### src/rtl/mem_arbiter_ctrl.sv
// Round-robin arbiter that lets four processors share one memory port.
// Each transaction runs IDLE -> ISSUE -> WAIT -> DONE and can end early on a response timeout.
module mem_arbiter_ctrl #(
    parameter int NUM_PROCESSORS = 4,
    parameter int ADDR_W         = 14,
    parameter int DATA_W         = 16,
    parameter int TIMEOUT        = 15
) (
    input  logic                             clk,
    input  logic                             reset_n,
    input  logic [NUM_PROCESSORS-1:0]        i_req,
    input  logic [NUM_PROCESSORS-1:0]        i_we,
    input  logic [NUM_PROCESSORS*ADDR_W-1:0] i_addr_in,
    input  logic [NUM_PROCESSORS*DATA_W-1:0] i_wdata_in,
    output logic [NUM_PROCESSORS-1:0]        o_gnt,
    output logic [NUM_PROCESSORS-1:0]        o_done,
    output logic [NUM_PROCESSORS-1:0]        o_err,
    output logic [DATA_W-1:0]                o_rdata_out,
    output logic                             o_mem_read_req,
    output logic                             o_mem_write_req,
    output logic [ADDR_W-1:0]                o_mem_addr,
    output logic [DATA_W-1:0]                o_mem_write_data,
    output logic [NUM_PROCESSORS-1:0]        o_mem_proc_req,
    input  logic [DATA_W-1:0]                i_mem_read_data,
    input  logic [NUM_PROCESSORS-1:0]        i_mem_resp
);

    localparam logic [1:0] S_IDLE  = 2'd0;
    localparam logic [1:0] S_ISSUE = 2'd1;
    localparam logic [1:0] S_WAIT  = 2'd2;
    localparam logic [1:0] S_DONE  = 2'd3;

    localparam logic [7:0] TIMEOUT_C = 8'(TIMEOUT);

    logic [1:0]                r_state;
    logic [1:0]                r_ptr;
    logic [1:0]                r_win;
    logic                      r_we;
    logic                      r_abort;
    logic [7:0]                r_cnt;
    logic [NUM_PROCESSORS-1:0] r_gnt;
    logic [ADDR_W-1:0]         r_addr;
    logic [DATA_W-1:0]         r_wdata;
    logic [DATA_W-1:0]         r_rdata;

    logic [1:0]                w_pick;
    logic                      w_any;
    logic                      w_win_resp;
    logic [7:0]                w_cnt_inc;

    // Scan offsets high to low so the requester closest above r_ptr wins.
    always_comb begin
        w_pick = r_ptr;
        for (int k = NUM_PROCESSORS - 1; k >= 0; k--) begin
            if (i_req[2'(r_ptr + 2'(k))]) begin
                w_pick = 2'(r_ptr + 2'(k));
            end
        end
    end

    assign w_any      = |i_req;
    assign w_win_resp = i_mem_resp[r_win];
    assign w_cnt_inc  = r_cnt + 8'd1;

    always_ff @(posedge clk) begin
        if (!reset_n) begin
            r_state <= S_IDLE;
            r_ptr   <= '0;
            r_win   <= '0;
            r_we    <= 1'b0;
            r_abort <= 1'b0;
            r_cnt   <= '0;
            r_gnt   <= '0;
            r_addr  <= '0;
            r_wdata <= '0;
            r_rdata <= '0;
        end else begin
            case (r_state)
                S_IDLE: begin
                    if (w_any) begin
                        r_win   <= w_pick;
                        r_we    <= i_we[w_pick];
                        r_addr  <= i_addr_in[w_pick*ADDR_W +: ADDR_W];
                        r_wdata <= i_wdata_in[w_pick*DATA_W +: DATA_W];
                        r_gnt   <= NUM_PROCESSORS'(1) << w_pick;
                        r_abort <= 1'b0;
                        r_state <= S_ISSUE;
                    end
                end
                S_ISSUE: begin
                    r_cnt   <= '0;
                    r_state <= S_WAIT;
                end
                S_WAIT: begin
                    // A response wins even in the cycle the counter would expire.
                    if (w_win_resp) begin
                        if (!r_we) begin
                            r_rdata <= i_mem_read_data;
                        end
                        r_state <= S_DONE;
                    end else begin
                        r_cnt <= w_cnt_inc;
                        if (w_cnt_inc == TIMEOUT_C) begin
                            r_abort <= 1'b1;
                            r_state <= S_DONE;
                        end
                    end
                end
                default: begin
                    r_gnt   <= '0;
                    r_ptr   <= 2'(r_win + 2'd1);
                    r_state <= S_IDLE;
                end
            endcase
        end
    end

    assign o_gnt            = r_gnt;
    assign o_done           = (r_state == S_DONE) ? r_gnt : '0;
    assign o_err            = (r_state == S_DONE && r_abort) ? r_gnt : '0;
    assign o_rdata_out      = r_rdata;
    assign o_mem_read_req   = (r_state == S_ISSUE) && !r_we;
    assign o_mem_write_req  = (r_state == S_ISSUE) && r_we;
    assign o_mem_proc_req   = (r_state == S_ISSUE || r_state == S_WAIT) ? r_gnt : '0;
    assign o_mem_addr       = r_addr;
    assign o_mem_write_data = r_wdata;

endmodule
### config.mk
export PLATFORM = sky130hd
export DESIGN_NAME = mem_arbiter_ctrl
export DESIGN_NICKNAME = d
export VERILOG_FILES = /design/src/rtl/mem_arbiter_ctrl.sv
export SDC_FILE = /design/constraint.sdc
export NUM_CORES = 1
export LEC_CHECK = 0
export CORE_MARGIN = 10
export CORE_UTILIZATION = 42
export CTS_BUF_LIST = sky130_fd_sc_hd__clkbuf_8
export CTS_CLUSTER_SIZE = 40
export DETAILED_ROUTE_END_ITERATION = 10
export PLACE_DENSITY_LB_ADDON = 0.2
export RECOVER_POWER = 25
export SLEW_MARGIN = 20
export SYNTH_ARGS = -nofsm -noshare
export SYNTH_HDL_FRONTEND = slang
export SYNTH_SLANG_ARGS = --single-unit
### constraint.sdc
create_clock -name clk -period 5.5 [get_ports clk]
set_input_delay 0.55 -clock clk [delete_from_list [all_inputs] [get_ports clk]]
set_output_delay 0.55 -clock clk [all_outputs]
set_load 0.02 [all_outputs]
==> flow_summary.toml <==
[floorplanning]
dieArea_um2 = 12900
die_w_um = 114
start_util_pct = 42.6
dieHeight_um = 114
num_rows = 34
boundaryPins = 214
coreArea_um2 = 8640

[route]
drt-wirelength-per-cell_um = 18.8
drt-total-wl_um = 13800
ant_nets = 0
viasPerCell = 5.47
drt_first_iter_violations = 159
via_count = 3999
drc = 0
first_pass_iters = 4

[cts]
cts_resized = 0
root_buffer = "clkbuf_8"
postCtsHoldBufs = 0
clk_pin_slew_worst_paths_ns = 0.07
cts_tree = "yes"
cts-htree-levels = 3
cts_inserted_buffers = 9
cts.sinks = 66
post-cts-setup-buffers = 0
cts_buffer_depth = 2
clock_latency_ns = 0.34

[critical_path]
arrival_ns = 3.92
crit_fanout = 39
end_kind = "flip-flop"
critPathKind = "in2reg"
start_kind = "input port"
critPathRequiredTime_ns = 5.78

[sta]
finalSetupViolCount = 0
tns_ns = 0
fmax_mhz = 275
period_share_pct = 66.1
hold_violations = 0
fin_skew_ns = 0.0101
rsz0062_at_grt = "no"
slew_headroom_pct = -26.4
finalCriticalPeriod_ns = 3.64
tightestPinTransition_ns = 1.90
final-max-slew-violation-count = 40

[global_routing]
grt_antenna_before_repair = 0
track_usage_pct = 20.3
grt_max_degree = 40
grt_overflow = 0
grt_pass1_vias = 4293
grt_pass1_wl_um = 21500

[synthesis]
ys_seq_area_share_pct = 35.9
synthAdderAreaFrac_pct = 2.04
synth_top_family_by_area = "compound AO/OA/AOI/OAI gates"
ys_ff_latch = 66
yosys.cell_types.count = 46
yosys.area.top_type = "dfxtp_1"
muxShareOfSynthArea_pct = 14.2
synth_top_area_share_pct = 35.9
yosys.area_share.simple_pct = 15.9
synth-xor-area-share_pct = 1.19
postSynth.asyncResetShare_pct = 0
synth_compound_area_share_pct = 26.3
synth_cells = 419
ys_warn_count = 0
synth_common_cells = "dfxtp_1 (66), mux2i_1 (49), nand2_1 (41)"
syn_area_um2 = 3680
synth_fp_nets = 575
synth_area_leaders = "dfxtp_1 (36%), mux2i_1 (13%), a221oi_1 (7.4%)"
yosysMostFrequentCell = "dfxtp_1"
synth_edf_count = 0
ys.flop_type = "dfxtp_1"
synth.avg_cell_area_um2 = 8.78

[power]
power_density_nw_per_um2 = 385
seqPwrFrac_pct = 29.5
combPwrFrac_pct = 51.2
ir_drop_mv = 0.209
p_int_uw = 1430
p_leak_uw = 0.00244
swShare_pct = 39.3
p_clk_share_pct = 19.3
switchingPower_uw = 921

[min_path]
hold_class = "reg2reg"

[placement]
gp_congestion = 0.810
dp.cells = 714
portBuffers = 213
post-dp-hpwl_um = 10700

[job]
cap_violations = 1

[status]
status = "finished with violations"
violations = "capacitance limit, slew limit"

[layout]
seq_area_um2 = 1320
fin_util_pct = 70.5
nets = 774
area_delta_synth_final_pct = 65.4
drive_above_1_share_pct = 4.65
n_fill_cell = 710
fin_cells = 731
diodes = 0
multi_input_area_um2 = 2210
## critical path, cell delays in order
cell and delay [ns]:
clkdlybuf4s50_1 0.45, clkbuf_1 1.35, nand2_2 0.90, a221oi_1 0.49
a31o_1 0.14
## sequential cells by signal, summed over array words and instances (netlist names)
signal / count
o_gnt: 4
o_mem_addr: 14
o_mem_write_data: 16
o_rdata_out: 16
r_abort: 1
r_cnt: 8
r_ptr: 2
r_state: 2
r_we: 1
r_win: 2
## worst paths after layout
path | startpoint | endpoint | slack (ns) | cells past startpoint
worst max-delay path | reset_n | o_mem_write_data[11] | 1.86 | 5
worst min-delay path | o_mem_addr[1] | o_mem_addr[1] | 0.47 | 2
worst max register to register | r_ptr[1] | o_mem_write_data[0] | 2.71 | 7
worst min register to register | o_mem_addr[1] | o_mem_addr[1] | 0.47 | 2
## cell usage in the layout (no fill, tap or decap), types with 4 or more instances in the layout
| master | synthesis | routed |
|---|---|---|
| nand2b_1 | 9 | 9 |
| o21a_1 | 27 | 27 |
| ha_1 | 6 | 6 |
| a31o_1 | 6 | 6 |
| a21oi_1 | 14 | 14 |
| and2_1 | 12 | 12 |
| nor2b_1 | 4 | 4 |
| clkbuf_8 | 0 | 10 |
| inv_1 | 7 | 8 |
| a221oi_1 | 31 | 31 |
| dfxtp_1 | 66 | 66 |
| buf_4 | 3 | 4 |
| clkdlybuf4s50_1 | 0 | 182 |
| dlygate4sd3_1 | 0 | 31 |
| nor2_1 | 35 | 35 |
| and3_1 | 6 | 6 |
| nand2_1 | 41 | 40 |
| mux2i_1 | 49 | 49 |
| o22ai_1 | 25 | 25 |
## logic make-up after synthesis
| family | Yosys count |
|---|---|
| adder cells (fa/ha/maj) | 6 |
| flip-flops | 66 |
| multiplexers | 51 |
| AND/OR/NAND/NOR | 123 |
| XOR/XNOR | 5 |
| AO/OA/AOI/OAI | 130 |
| buffers and inverters | 38 |
## metrics by stage
stage                     total power, µW  setup WS [ns]  cell area, µm²  hold WS [ns]
after global routing                 2480           1.65            6090         0.485
after CTS                            2380           2.31            6080         0.473
after floorplan                      1410           3.52            3680         0.463
after global placement               1890           2.08            5860         0.453
after detailed placement             1920           1.94            5860         0.460
final                                2350           1.86            6090         0.466
## power groups by stage
stage          Combinational (µW)  Sequential [µW]  Clock [µW]
2_1_floorplan                 586              820           0
3_3_place_gp                 1190              693           0
3_5_place_dp                 1220              701           0
4_1_cts                      1230              693         458
5_1_grt                      1300              707         480
6_report                     1200              691         454
## layer usage
layer | global-route usage, % | share of wire (%) | routed length [µm]
met1 | 21.0 | 38 | 5250
met2 | 35.7 | 50 | 6860
met3 | 9.55 | 10 | 1420
met4 | 6.26 | 1.7 | 240
met5 | 0 | 0 | 0
## cell type report
| class | instances | share of cell area (%) |
|---|---|---|
| multi-input cells | 315 | 36.3 |
| repair buffers | 219 | 35.8 |
| flip-flops and latches | 66 | 21.7 |
| clock buffers | 10 | 2.26 |
| well taps | 108 | 2.22 |
| clock inverters | 6 | 1.34 |
| inverters | 7 | 0.432 |
(Power assumes the default switching activity.)
